## src/rtl/mem_port_arbiter.sv

```systemverilog
// mem_port_arbiter
//   Round-robin arbiter between two masters sharing one single-ported word
//   memory. Each access is serialised as IDLE -> ACCESS -> RESP: the granted
//   port's address/data/write are latched onto the memory bus, held for
//   MEM_LAT cycles, the read data is captured, and a one-cycle ack is returned
//   to the owning port.
//
// Ports
//   clk, reset            clock, asynchronous active-high reset
//   req0/we0/addr0/wdata0 port 0 request, write enable, word address, write data
//   ack0/rdata0           port 0 completion pulse, captured read data
//   req1 .. rdata1        same for port 1
//   MAR/MBR_W/write       memory address, write data, write strobe
//   MBR_R                 memory read data
//   busy                  high while an access is in flight (ACCESS, RESP)
//   owner                 index of the port last granted
module mem_port_arbiter #(
  parameter int unsigned BITS_DATA = 32,
  parameter int unsigned BITS_ADDR = 16,
  parameter int unsigned MEM_LAT   = 1
) (
  input  logic                 clk,
  input  logic                 reset,
  input  logic                 req0,
  input  logic                 we0,
  input  logic [BITS_ADDR-1:0] addr0,
  input  logic [BITS_DATA-1:0] wdata0,
  output logic                 ack0,
  output logic [BITS_DATA-1:0] rdata0,
  input  logic                 req1,
  input  logic                 we1,
  input  logic [BITS_ADDR-1:0] addr1,
  input  logic [BITS_DATA-1:0] wdata1,
  output logic                 ack1,
  output logic [BITS_DATA-1:0] rdata1,
  output logic [BITS_ADDR-1:0] MAR,
  output logic [BITS_DATA-1:0] MBR_W,
  output logic                 write,
  input  logic [BITS_DATA-1:0] MBR_R,
  output logic                 busy,
  output logic                 owner
);

  if (MEM_LAT == 0 || MEM_LAT > 15) begin : g_lat_check
    $error("mem_port_arbiter: MEM_LAT must be in 1..15");
  end

  localparam logic [3:0] CNT_INIT = 4'(MEM_LAT - 1);

  typedef enum logic [1:0] {
    IDLE,
    ACCESS,
    RESP
  } state_t;

  state_t     state;
  state_t     state_next;
  logic [3:0] cnt;
  logic       last;
  logic       sel;

  // On a tie the port that was not served last wins; otherwise the lone
  // requester wins (sel defaults to port 0 when req1 is low).
  always_comb begin
    sel = req1;
    if (req0 && req1) begin
      sel = ~last;
    end
  end

  always_ff @(posedge clk or posedge reset) begin
    if (reset) begin
      state <= IDLE;
    end else begin
      state <= state_next;
    end
  end

  always_comb begin
    state_next = state;
    unique case (state)
      IDLE:    if (req0 || req1) state_next = ACCESS;
      ACCESS:  if (cnt == '0) state_next = RESP;
      RESP:    state_next = IDLE;
      default: state_next = IDLE;
    endcase
  end

  always_comb begin
    busy = (state != IDLE);
  end

  // Bus, ack and read-data registers. The latched write strobe doubles as
  // the read/write flag of the access in flight.
  always_ff @(posedge clk or posedge reset) begin
    if (reset) begin
      MAR    <= '0;
      MBR_W  <= '0;
      write  <= 1'b0;
      ack0   <= 1'b0;
      ack1   <= 1'b0;
      rdata0 <= '0;
      rdata1 <= '0;
      owner  <= 1'b0;
      last   <= 1'b1;
      cnt    <= '0;
    end else begin
      unique case (state)
        IDLE: begin
          if (req0 || req1) begin
            owner <= sel;
            cnt   <= CNT_INIT;
            if (sel) begin
              MAR   <= addr1;
              write <= we1;
              if (we1) MBR_W <= wdata1;
            end else begin
              MAR   <= addr0;
              write <= we0;
              if (we0) MBR_W <= wdata0;
            end
          end
        end
        ACCESS: begin
          if (cnt != '0) begin
            cnt <= cnt - 4'd1;
          end else begin
            write <= 1'b0;
            last  <= owner;
            if (owner) begin
              ack1 <= 1'b1;
              if (!write) rdata1 <= MBR_R;
            end else begin
              ack0 <= 1'b1;
              if (!write) rdata0 <= MBR_R;
            end
          end
        end
        RESP: begin
          ack0 <= 1'b0;
          ack1 <= 1'b0;
        end
        default: ;
      endcase
    end
  end

endmodule
```

## config.mk

```make
export PLATFORM = sky130hd
export DESIGN_NAME = mem_port_arbiter
export DESIGN_NICKNAME = d
export VERILOG_FILES = /design/src/rtl/mem_port_arbiter.sv
export SDC_FILE = /design/constraint.sdc
export NUM_CORES = 1
export LEC_CHECK = 0
export ABC_CLOCK_PERIOD_IN_PS = 7620
export CAP_MARGIN = 20
export CORE_ASPECT_RATIO = 2
export CORE_UTILIZATION = 44
export CTS_CLUSTER_DIAMETER = 50
export DETAILED_ROUTE_END_ITERATION = 16
export PLACE_DENSITY = 0.86
export SLEW_MARGIN = 20
export SYNTH_ARGS = -nofsm -noshare
export SYNTH_HDL_FRONTEND = slang
export SYNTH_SLANG_ARGS = --single-unit
```

## constraint.sdc

```tcl
create_clock -name clk -period 7.62 [get_ports clk]
set_input_delay 1.524 -clock clk [delete_from_list [all_inputs] [get_ports clk]]
set_output_delay 1.524 -clock clk [all_outputs]
set_load 0.1 [all_outputs]
```

==> flow_summary.rst <==
.. list-table::
   :header-rows: 1

   * - Metric
     - Value
   * - Start of the worst register-to-register path
     - cnt[0]$_DFFE_PP0P_
   * - Die Y
     - 154 um
   * - Final HPWL DP
     - 10.5 mm
   * - Core area
     - 0.0113 sq mm
   * - Buffering stage count on the worst path with inverters included
     - 2
   * - Slew HR
     - 0.273
   * - Total DRC errors in the routed layout
     - 0
   * - Iter 0 DRT Violations
     - 123
   * - Number of vias per cell after detailed routing
     - 5.31
   * - Final net count
     - 769
   * - Critical-path top delay cell
     - sky130_fd_sc_hd__clkdlybuf4s50_1
   * - Share of layout cells above drive strength 1
     - 0.172
   * - Sort of element at the end of the critical path
     - output port
   * - Class of the worst hold path
     - reg -> reg
   * - Synth area leaders
     - sky130_fd_sc_hd__dfrtp_1 60%, sky130_fd_sc_hd__mux2_4 8.9%, sky130_fd_sc_hd__mux2_2 7.7%, sky130_fd_sc_hd__a2bb2oi_1 5.5%, sky130_fd_sc_hd__o22ai_1 3.9%
   * - Post-synth net total
     - 522
   * - Count of flip-flops with a built-in enable after synthesis
     - 0
   * - First-pass iteration count of the detailed router
     - 6
   * - Most frequent standard cell in the layout excluding fill and tap cells
     - sky130_fd_sc_hd__clkdlybuf4s50_1
   * - Total number of yosys warnings
     - 0
   * - Arrival @ worst endpoint
     - 2.14 ns
   * - Cell type with the highest aggregate area in the netlist
     - sky130_fd_sc_hd__dfrtp_1
   * - Wire length of the first global-routing pass
     - 23.0 mm
   * - Top Ports
     - 251
   * - Total global routing track utilization
     - 0.251
   * - Netlist cell types
     - 32
   * - Via count
     - 4178
   * - Fin. Hold Viols
     - 0
   * - Least-Margin Pin Slew
     - 1.09 ns
   * - Pin count of the biggest net entering global routing
     - 64
   * - Most frequent cells in the layout
     - 250 x sky130_fd_sc_hd__clkdlybuf4s50_1, 122 x sky130_fd_sc_hd__dfrtp_1, 42 x sky130_fd_sc_hd__nand2_1
   * - Reg2reg path depth
     - 6
   * - Worst setup skew after layout
     - 0.0120 ns
   * - Final antenna diode count
     - 0
   * - Status
     - completed
   * - Number of synthesized register bits
     - 123
   * - Summed instance area of the synthesized netlist
     - 0.00509 sq mm
   * - Worst reg2reg endpoint
     - rdata0[25]$_DFFE_PP0P_
   * - Path length in cells of the critical path
     - 3
   * - Share of synthesized registers carrying an async set or reset
     - 1.00
   * - Vias in the first global route
     - 4555
   * - Gate Count Post-Synth
     - 386
   * - Cells traversed along the worst timing path
     - nor2_1 > inv_1 > clkdlybuf4s50_1
   * - Crit Path Max Fanout
     - 4
   * - Crit path largest cell delay
     - 0.98 ns
   * - TritonCTS clock tree
     - done
   * - Die footprint
     - 0.0120 sq mm
   * - Worst Path Class, Setup
     - reg -> out
   * - Cell class contributing the biggest share of worst-path delay
     - buffers and inverters
   * - Num CTS Buffers
     - 17
   * - Register-to-Register Setup Slack
     - 4.92 ns
   * - Area overhead of the layout relative to synthesis
     - 63.2%
   * - RSZ-0062 raised after global routing
     - no
   * - Number of antenna violations at the first check in global routing
     - 0
   * - Clock-pin slew on the worst setup and hold paths
     - 0.05 ns
   * - Fmax
     - 273 MHz
   * - Remaining number of nets flagged by the antenna check after routing
     - 0
   * - Required time of the critical path
     - 6.10 ns
   * - Wire length after detailed routing
     - 14.6 mm
   * - Accumulated negative setup slack
     - 0 ns
   * - CTS-repair resized insts
     - 0
   * - Final Cycle Share
     - 0.480
   * - Total gr overflow
     - 0
   * - Number of input and output port buffers inserted
     - 250
   * - Root Driver
     - sky130_fd_sc_hd__clkbuf_16
   * - Routed wirelength normalized by instance count
     - 18.5 um
   * - Clock latency on the worst-skew pair
     - 0.40 ns
   * - Setup crit start kind
     - flip-flop
   * - Final setup violating endpoints
     - 0
   * - Most used flip-flop cell after synthesis
     - sky130_fd_sc_hd__dfrtp_1
   * - Rows
     - 55
   * - Min cycle time layout
     - 3.66 ns
   * - Post-synthesis area per instance
     - 13.2 sq um
   * - H-tree levels
     - 4
   * - Routability cong.
     - 0.786
   * - Final-report max-slew violation count
     - 0
   * - Count of buffers added by post-CTS timing repair for setup
     - 0
   * - Synth top area share
     - 0.600
   * - Hold buffers post-CTS
     - 0
   * - End point of the worst hold path
     - ack1$_DFFE_PP0P_
   * - Max Root-Sink Buffers
     - 2
   * - Critical hold path startpoint
     - ack1$_DFFE_PP0P_
   * - Sequential share of the synthesized area
     - 0.605
   * - Die span in x
     - 78.0 um
   * - # Max-Cap Violations
     - 0
   * - Initial cell density of the core
     - 0.451
   * - Clock Sinks
     - 123
   * - WHS Path Cells
     - 2
## sequential cells by signal, summed over array words and instances, names as in the netlist
signal	count
cnt	4
owner	1
write	1
rdata0	32
ack1	1
rdata1	32
MBR_W	32
last	1
MAR	16
state	2
ack0	1
## area by class of cell
class / count / area [sq um]
clock buffer: 18 / 439
clock inverter: 13 / 168
fill: 741 / 2980
inverter: 6 / 25.0
multi-input combinational: 230 / 1870
sequential: 123 / 3080
tap: 142 / 178
timing repair buffer: 255 / 2550
## per-layer routing
layer / share of wire / track usage / wire (um) / vias to the layer above
met5: 0 / 0 / 0 / -
met4: 0.021 / 0.0926 / 304 / 0
met3: 0.064 / 0.0677 / 939 / 22
met2: 0.56 / 0.468 / 8150 / 200
met1: 0.36 / 0.261 / 5200 / 2055
li1: - / - / - / 1901
## per-stage QoR
| stage | hold WS, ns | utilization | setup WS [ns] | std cells | area [sq um] |
|---|---|---|---|---|---|
| global route | 0.518 | 0.736 | 3.86 | 787 | 8310 |
| floorplan | 0.436 | - | 2.83 | 386 | 5090 |
| global placement | 0.452 | 0.681 | 3.65 | 755 | 7680 |
| detailed placement | 0.487 | 0.681 | 3.53 | 755 | 7680 |
| CTS | 0.498 | 0.735 | 3.91 | 786 | 8290 |
| finish | 0.492 | 0.736 | 3.96 | 787 | 8310 |
## cells by family after synthesis
kind of cell	share of synthesized area
adders and majority gates	0.00492
muxes	0.168
DFF	0.605
AOI/OAI and AO/OA	0.133
buffers and inverters	0.0320
and+or+nand+nor	0.0575
## how the worst max path moves through the flow
stage / from / end
2_1_floorplan: reset / MAR[0]$_DFFE_PP0P_
3_3_place_gp: req0 / MBR_W[23]$_DFFE_PP0P_
3_5_place_dp: req0 / MBR_W[9]$_DFFE_PP0P_
4_1_cts: req0 / MBR_W[2]$_DFFE_PP0P_
5_1_grt: state[0]$_DFFE_PP0P_ / busy
6_report: state[0]$_DFFE_PP0P_ / busy
## cells in the mapped netlist (3+ instances only)
cell,instances
sky130_fd_sc_hd__dfrtp_1,122
sky130_fd_sc_hd__mux2_4,30
sky130_fd_sc_hd__a2bb2oi_1,32
sky130_fd_sc_hd__inv_1,6
sky130_fd_sc_hd__mux2_2,35
sky130_fd_sc_hd__buf_2,7
sky130_fd_sc_hd__clkbuf_1,14
sky130_fd_sc_hd__o22ai_1,32
sky130_fd_sc_hd__a31oi_1,16
sky130_fd_sc_hd__nor2_1,19
sky130_fd_sc_hd__buf_6,4
sky130_fd_sc_hd__nand2_1,42
sky130_fd_sc_hd__o21a_1,3
## worst register-to-register path: cells and delay by family, from the launching register on
family	cells	cell delay (ns)
and+or+nand+nor	3	1.42
muxes	1	0.51
DFF	1	0.40
adders and majority gates	1	0.15
buffers and inverters	1	0.10
Power is not shown: default switching activity piles up to over one toggle a cycle in this logic, so the estimate is an artifact.
